[src/rtl/jtag_pkg.sv]
// Shared JTAG definitions: TAP state encoding (IEEE 1149.1 values),
// instruction opcodes shared with the IR block, and TDO source select.
// Optional feature macro used by the TAP files: TAP_IDCODE_EN.
package jtag_pkg;

  localparam int unsigned IR_DATA_WIDTH = 4;
  localparam int unsigned STATE_WIDTH   = 4;

  // TAP controller states, encoded with the standard 1149.1 values
  typedef enum logic [STATE_WIDTH-1:0] {
    ST_EX2_DR   = 4'h0,
    ST_EX1_DR   = 4'h1,
    ST_SH_DR    = 4'h2,
    ST_PAUSE_DR = 4'h3,
    ST_SEL_IR   = 4'h4,
    ST_UPD_DR   = 4'h5,
    ST_CAP_DR   = 4'h6,
    ST_SEL_DR   = 4'h7,
    ST_EX2_IR   = 4'h8,
    ST_EX1_IR   = 4'h9,
    ST_SH_IR    = 4'hA,
    ST_PAUSE_IR = 4'hB,
    ST_RTI      = 4'hC,
    ST_UPD_IR   = 4'hD,
    ST_CAP_IR   = 4'hE,
    ST_TLR      = 4'hF
  } tap_state_e;

  // Opcodes shared with the instruction register block
  localparam logic [IR_DATA_WIDTH-1:0] BYPASS_OP = 4'hF;
  localparam logic [IR_DATA_WIDTH-1:0] IDCODE_OP = 4'h1;
  localparam logic [IR_DATA_WIDTH-1:0] USER_OP   = 4'h8;

  // Source steered onto TDO
  typedef enum logic [1:0] {
    TDO_SRC_IR     = 2'd0,
    TDO_SRC_BYPASS = 2'd1,
    TDO_SRC_IDCODE = 2'd2,
    TDO_SRC_USER   = 2'd3
  } tdo_src_e;

endpackage

[src/rtl/tap_ir_decode.sv]
// Combinational decode of the latched instruction into a one-hot DR select.
// TAP_IDCODE_EN defined: IDCODE_OP selects the IDCODE DR.
// TAP_IDCODE_EN undefined: IDCODE_OP falls through to bypass, sel_idcode is 0.
module tap_ir_decode
  import jtag_pkg::*;
(
  input  logic [IR_DATA_WIDTH-1:0] latch_ir,
  output logic                     sel_bypass,
  output logic                     sel_idcode,
  output logic                     sel_user
);

  // Priority-free decode; unknown opcodes land on bypass so one select is always high
  always_comb begin
    sel_bypass = 1'b0;
    sel_idcode = 1'b0;
    sel_user   = 1'b0;
    if (latch_ir == USER_OP) begin
      sel_user = 1'b1;
    end
`ifdef TAP_IDCODE_EN
    else if (latch_ir == IDCODE_OP) begin
      sel_idcode = 1'b1;
    end
`endif
    else begin
      sel_bypass = 1'b1;
    end
  end

endmodule

[src/rtl/tap_controller.sv]
// IEEE 1149.1 TAP state machine with strobe generation, DR select decode
// and negedge-timed TDO steering.
// Optional feature macro: TAP_IDCODE_EN (routes IDCODE_TDO when defined).
module tap_controller
  import jtag_pkg::*;
(
  input  logic                     TCK,
  input  logic                     TRST,
  input  logic                     TMS,
  input  logic [IR_DATA_WIDTH-1:0] LATCH_IR,
  input  logic                     I_TDO,
  input  logic                     BYPASS_TDO,
  input  logic                     IDCODE_TDO,
  input  logic                     USER_TDO,
  output logic                     TLR,
  output logic                     CAPTURE_IR,
  output logic                     SHIFT_IR,
  output logic                     UPDATE_IR,
  output logic                     CAPTURE_DR,
  output logic                     SHIFT_DR,
  output logic                     UPDATE_DR,
  output logic                     SEL_BYPASS,
  output logic                     SEL_IDCODE,
  output logic                     SEL_USER,
  output logic                     TDO,
  output logic                     TDO_EN,
  output logic [STATE_WIDTH-1:0]   STATE
);

  tap_state_e state_q;
  tap_state_e state_d;
  logic       tdo_en_d;
  logic       tdo_en_q;
  tdo_src_e   tdo_src_d;
  tdo_src_e   tdo_src_q;
  tdo_src_e   dr_src;
  logic       dr_sel_any;

  tap_ir_decode u_ir_decode (
    .latch_ir   (LATCH_IR),
    .sel_bypass (SEL_BYPASS),
    .sel_idcode (SEL_IDCODE),
    .sel_user   (SEL_USER)
  );

  // State register; TRST forces Test-Logic-Reset asynchronously
  always_ff @(posedge TCK or negedge TRST) begin
    if (!TRST) begin
      state_q <= ST_TLR;
    end else begin
      state_q <= state_d;
    end
  end

  // Next-state logic following the 1149.1 TMS transition graph
  always_comb begin
    state_d = state_q;
    case (state_q)
      ST_TLR:      state_d = TMS ? ST_TLR    : ST_RTI;
      ST_RTI:      state_d = TMS ? ST_SEL_DR : ST_RTI;
      ST_SEL_DR:   state_d = TMS ? ST_SEL_IR : ST_CAP_DR;
      ST_CAP_DR:   state_d = TMS ? ST_EX1_DR : ST_SH_DR;
      ST_SH_DR:    state_d = TMS ? ST_EX1_DR : ST_SH_DR;
      ST_EX1_DR:   state_d = TMS ? ST_UPD_DR : ST_PAUSE_DR;
      ST_PAUSE_DR: state_d = TMS ? ST_EX2_DR : ST_PAUSE_DR;
      ST_EX2_DR:   state_d = TMS ? ST_UPD_DR : ST_SH_DR;
      ST_UPD_DR:   state_d = TMS ? ST_SEL_DR : ST_RTI;
      ST_SEL_IR:   state_d = TMS ? ST_TLR    : ST_CAP_IR;
      ST_CAP_IR:   state_d = TMS ? ST_EX1_IR : ST_SH_IR;
      ST_SH_IR:    state_d = TMS ? ST_EX1_IR : ST_SH_IR;
      ST_EX1_IR:   state_d = TMS ? ST_UPD_IR : ST_PAUSE_IR;
      ST_PAUSE_IR: state_d = TMS ? ST_EX2_IR : ST_PAUSE_IR;
      ST_EX2_IR:   state_d = TMS ? ST_UPD_IR : ST_SH_IR;
      ST_UPD_IR:   state_d = TMS ? ST_SEL_DR : ST_RTI;
      default:     state_d = ST_TLR;
    endcase
  end

  // Serial source of the currently selected data register
  always_comb begin
    dr_sel_any = SEL_BYPASS | SEL_IDCODE | SEL_USER;
    dr_src     = TDO_SRC_BYPASS;
    if (SEL_USER) begin
      dr_src = TDO_SRC_USER;
    end else if (SEL_IDCODE) begin
      dr_src = TDO_SRC_IDCODE;
    end
  end

  // Output decode: strobes for the current state plus next TDO enable/source
  always_comb begin
    TLR        = 1'b0;
    CAPTURE_IR = 1'b0;
    SHIFT_IR   = 1'b0;
    UPDATE_IR  = 1'b0;
    CAPTURE_DR = 1'b0;
    SHIFT_DR   = 1'b0;
    UPDATE_DR  = 1'b0;
    tdo_en_d   = 1'b0;
    tdo_src_d  = dr_src;
    case (state_q)
      ST_TLR:    TLR = 1'b1;
      ST_CAP_IR: CAPTURE_IR = 1'b1;
      ST_SH_IR: begin
        SHIFT_IR  = 1'b1;
        tdo_en_d  = 1'b1;
        tdo_src_d = TDO_SRC_IR;
      end
      ST_UPD_IR: UPDATE_IR = 1'b1;
      ST_CAP_DR: CAPTURE_DR = dr_sel_any;
      ST_SH_DR: begin
        SHIFT_DR = dr_sel_any;
        tdo_en_d = 1'b1;
      end
      ST_UPD_DR: UPDATE_DR = dr_sel_any;
      default: ;
    endcase
  end

  // TDO enable and mux select change on the falling edge, half a cycle after the state
  always_ff @(negedge TCK or negedge TRST) begin
    if (!TRST) begin
      tdo_en_q  <= 1'b0;
      tdo_src_q <= TDO_SRC_IR;
    end else begin
      tdo_en_q  <= tdo_en_d;
      tdo_src_q <= tdo_src_d;
    end
  end

  // TDO mux; sources are already negedge-registered by their owners
  always_comb begin
    TDO = I_TDO;
    case (tdo_src_q)
      TDO_SRC_BYPASS: TDO = BYPASS_TDO;
      TDO_SRC_USER:   TDO = USER_TDO;
`ifdef TAP_IDCODE_EN
      TDO_SRC_IDCODE: TDO = IDCODE_TDO;
`endif
      default:        TDO = I_TDO;
    endcase
  end

`ifndef TAP_IDCODE_EN
  // IDCODE DR is absent in this build; its serial output is intentionally dropped
  logic unused_idcode_tdo;
  assign unused_idcode_tdo = IDCODE_TDO;
`endif

  assign TDO_EN = tdo_en_q;
  assign STATE  = state_q;

  // Exactly one data register is selected at every clock
  always @(posedge TCK) begin
    assert ($onehot({SEL_BYPASS, SEL_IDCODE, SEL_USER}))
      else $error("DR select not one-hot");
  end

endmodule

[config.mk]
export PLATFORM = sky130hd
export DESIGN_NAME = tap_controller
export DESIGN_NICKNAME = d
export VERILOG_FILES = /design/src/rtl/jtag_pkg.sv /design/src/rtl/tap_ir_decode.sv /design/src/rtl/tap_controller.sv
export SDC_FILE = /design/constraint.sdc
export NUM_CORES = 1
export LEC_CHECK = 0
export ABC_AREA = 1
export CAP_MARGIN = 10
export CORE_MARGIN = 4
export CORE_UTILIZATION = 35
export DETAILED_ROUTE_END_ITERATION = 16
export MAX_ROUTING_LAYER = met4
export PLACE_DENSITY = 0.76
export REMOVE_ABC_BUFFERS = 1
export SETUP_SLACK_MARGIN = 0.02
export SYNTH_ARGS = -nofsm -noshare
export SYNTH_HDL_FRONTEND = slang
export SYNTH_SLANG_ARGS = --single-unit
[constraint.sdc]
create_clock -name TCK -period 1.5 [get_ports TCK]
set_input_delay 0.3 -clock TCK [delete_from_list [all_inputs] [get_ports TCK]]
set_output_delay 0.3 -clock TCK [all_outputs]
set_load 0.05 [all_outputs]
==> impl_metrics.py, run 1 <==
metrics = {
    "outcome": {
        "status": "stopped before the end",
        "lastStage": "clock tree synthesis (4_1_cts)",
        "error": "[ERROR DPL-0038] Utilization greater than 100%, impossible to legalize",
    },
    "synth": {
        "netlist_instances": 67,
        "synth_top_cell_area_share_pct": 23.1,
        "synth_area_sq_um": 455,
        "synthSimpleGateAreaFrac_pct": 38.5,
        "synth_seq_area_share_pct": 39.6,
        "muxShareOfSynthArea_pct": 0,
        "synth_area_leaders": "dfstp_2 23%, dfrtn_1 16%, nand2_1 12%",
        "ys_async_sr_fraction_pct": 100,
        "synthAdderAreaFrac_pct": 0,
        "synthXorXnorAreaFrac_pct": 0,
        "ys_types": 20,
        "ys_ff_latch": 7,
        "synth_commonest_cells": "14 x nand2_1, 13 x nor2_1, 7 x inv_1",
        "synth-compound-area-share_pct": 9.62,
        "synth-edff-count": 0,
        "yosysMostFrequentCell": "nand2_1",
        "synth_top_family_by_area": "simple AND/OR/NAND/NOR gates",
        "synth_warnings": 0,
        "synthFlopType": "dfstp_2",
        "yosysTopAreaCell": "dfstp_2",
        "avgSynthCellArea_sq_um": 6.80,
    },
    "place": {
        "hpwl_um": 1220,
        "post-place-ws_ps": -438,
        "gp_congestion": 0.841,
        "place_area_sq_um": 946,
        "port-buffer-count": 24,
    },
    "floorplan": {
        "die_w_um": 44.1,
        "die_h_um": 44.1,
        "rows": 12,
        "initial_core_util_pct": 38.9,
        "io-pin-count": 27,
    },
    "clock_tree": {
        "cts_num_sinks": 7,
        "cts-root-buf": "clkbuf_4",
        "cts_htree_levels": 1,
        "post_cts.repair.setup_buffers": 17,
        "cts.path.max_buffers": 2,
        "cts-buffers-inserted": 3,
        "cts_hold_buf": 0,
        "cts-resized-gates": 37,
    },
}
==> kinds of logic after synthesis <==
group / after synthesis
AND/OR/NAND/NOR: 39
flip-flops: 7
buffers and inverters: 13
AO/OA/AOI/OAI: 7
other: 1
==> through the flow <==
stage	cells	hold WS (ps)	setup TNS, ps
after floorplan	66	152	-5710
after global placement	116	669	-1530
after detailed placement	116	669	-1610
==> run 2, diff against run 1 <==
- CORE_AREA: default -> 4 4 65 67
- CORE_MARGIN: 4 -> default
- CORE_UTILIZATION: 35 -> default
- DIE_AREA: default -> 0 0 69 71
- MAX_ROUTING_LAYER: met4 -> default
- PLACE_DENSITY: 0.76 -> default
- PLACE_DENSITY_LB_ADDON: default -> 0.15
- SETUP_SLACK_MARGIN: 0.02 -> default
==> run 2 against run 1 <==
  * The flow now finishes, with violations (negative setup slack)
  * Synthesized cell count is the same
  * Synthesized area is the same
==> impl_metrics.py, run 2 <==
metrics = {
    "place": {
        "gp_congestion": 0.802,
        "port-buffer-count": 24,
        "hpwl_um": 1220,
        "place_area_sq_um": 1000,
    },
    "global_route": {
        "grt_first_pass_wirelength_um": 2640,
        "antenna_found_initial": 0,
        "met1_usage_pct": 7.03,
        "grt_pass1_vias": 618,
        "top_usage_layer": "met2",
        "grt_max_degree": 6,
        "grt_util_all_layers_pct": 6.67,
        "grt_overflow": 0,
        "grt_util_met3_pct": 3.98,
        "grtUsageMet2_pct": 11.9,
    },
    "clock_tree": {
        "cts_htree_levels": 1,
        "cts.clk_slew.worst_paths_ps": 40,
        "insertion_delay_ps": 240,
        "cts.path.max_buffers": 2,
        "cts-buffers-inserted": 3,
        "cts-root-buf": "clkbuf_8",
        "cts_hold_buf": 0,
        "cts_num_sinks": 7,
        "tritoncts": "done",
    },
    "synth": {
        "synth_seq_area_share_pct": 39.6,
        "ys_async_sr_fraction_pct": 100,
        "yosysMostFrequentCell": "nand2_1",
        "ys_ff_latch": 7,
        "ys_types": 20,
        "synth_area_sq_um": 455,
        "synth_area_leaders": "dfstp_2 23%, dfrtn_1 16%, nand2_1 12%",
        "synth_top_cell_area_share_pct": 23.1,
        "synth_warnings": 0,
        "yosysTopAreaCell": "dfstp_2",
        "netlist_instances": 67,
        "synthFlopType": "dfstp_2",
        "avgSynthCellArea_sq_um": 6.80,
        "synth_commonest_cells": "14 x nand2_1, 13 x nor2_1, 7 x inv_1",
        "synth-edff-count": 0,
    },
    "timing": {
        "drv_slew": 0,
        "rsz0062_at_grt": "true",
        "setup_ws_ps": -622,
        "fin_skew_ps": 22.9,
        "final-setup-viol-count": 12,
        "hold_violations": 0,
        "hold_ws_ps": 655,
    },
    "worst_setup_path": {
        "cpPeakStageDelay_ps": 390,
        "crit_arrival_ps": 1820,
        "crit_fanout": 2,
        "critPathKind": "register to output port",
        "setup.worst_path.start_class": "register",
        "crit_buf_inv": 1,
        "crit_chain": "nand2_1, a31oi_2, buf_12",
        "crit_required_ps": 1200,
        "r2r_setup_slack_ps": -290,
        "end_kind": "output port",
        "critical-path-slowest-cell": "dfrtn_1",
        "r2r_cells": 6,
        "r2r_end": "tdo_src_q[1]",
        "crit_family": "flip-flops",
        "regToRegStartpoint": "STATE[1]",
    },
    "pwr": {
        "leakage_nw": 0.607,
        "ir_drop_mv": 0.468,
        "p_per_area_nw_per_um2": 2330,
    },
    "final_layout": {
        "final_cell_mix": "15 x buf_12, 13 x buf_4, 12 x buf_6",
        "area_growth_pct": 184,
        "drive_gt1_share_pct": 60.5,
        "final_area_sq_um": 1290,
        "nets": 131,
        "n_antenna_cell": 0,
        "largest_reg_flops": 4,
        "final_common_cell": "buf_12",
    },
    "floorplan": {
        "io-pin-count": 27,
        "die-area_sq_um": 4900,
        "die_w_um": 69,
        "initial_core_util_pct": 12.5,
        "core_area_sq_um": 3630,
        "die_h_um": 71,
        "rows": 22,
    },
    "hold_path": {
        "hp-class": "input port to asynchronous set/reset pin",
    },
    "outcome": {
        "violations": "negative setup slack",
        "status": "finished with violations",
    },
    "route": {
        "via_count": 604,
        "vias_per_cell": 3.62,
        "routedWlPerCell_um": 8.97,
        "drc": 0,
        "postRouteAntennaNets": 0,
        "wirelength_um": 1500,
        "dr.pass1.iters": 4,
        "drt_iter0_drc": 20,
    },
    "job": {
        "cap_violations": 0,
    },
}
[run 2: worst max path at each step]
stage                            start       end  slack (ps)  cells past startpoint
after global routing      tdo_src_q[0]       TDO        -670                      3
after detailed placement  tdo_src_q[1]       TDO        -440                      3
final                     tdo_src_q[1]       TDO        -620                      3
after CTS                 tdo_src_q[0]       TDO        -640                      3
after global placement    tdo_src_q[1]       TDO        -420                      3
after floorplan               STATE[1]  SHIFT_DR        -860                      4
[run 2: final cells by class]
| type | instances | area (sq um) |
|---|---|---|
| fill | 387 | 2340 |
| timing repair buffer | 49 | 629 |
| multi-input combinational | 47 | 329 |
| inverter | 12 | 50.0 |
| tap | 48 | 60.1 |
| clock buffer | 4 | 45.0 |
| sequential | 7 | 180 |
[run 2: logic make-up after synthesis]
family                 after synthesis  synth area share, %
flip-flops                           7                 39.6
AO/OA/AOI/OAI                        7                 9.62
AND/OR/NAND/NOR                     39                 38.5
other                                1                0.823
buffers and inverters               13                 11.5
[run 2: repair_timing]
item / CTS / global route
setup buffers: 14 / 2
resized for setup: 30 / 15
setup endpoints to repair: 14 / 14
hold endpoints to repair: 0 / 0
pin swaps: 7 / 8
[run 2: report_power, final]
part	switching, mW	internal, mW
Sequential	0.0646	0.308
Clock	0.0680	0.183
Combinational	1.22	1.17
[run 2: per-layer routing]
layer	routed length, um	vias up
met3	116	0
li1	-	311
met1	615	274
met4	0	0
met5	0	-
met2	767	19
[run 2: per-stage QoR]
stage	TNS, ps	utilization [%]	setup WS (ps)	total power [mW]	std cells
floorplan	-5710	-	-865	1.24	66
global placement	-1670	27.6	-421	2.17	152
detailed placement	-1730	27.6	-438	2.16	152
CTS	-2740	34.0	-637	2.88	167
global route	-3120	35.6	-673	3.19	167
finish	-2560	35.6	-622	3.02	167
(Power assumes the default switching activity.)
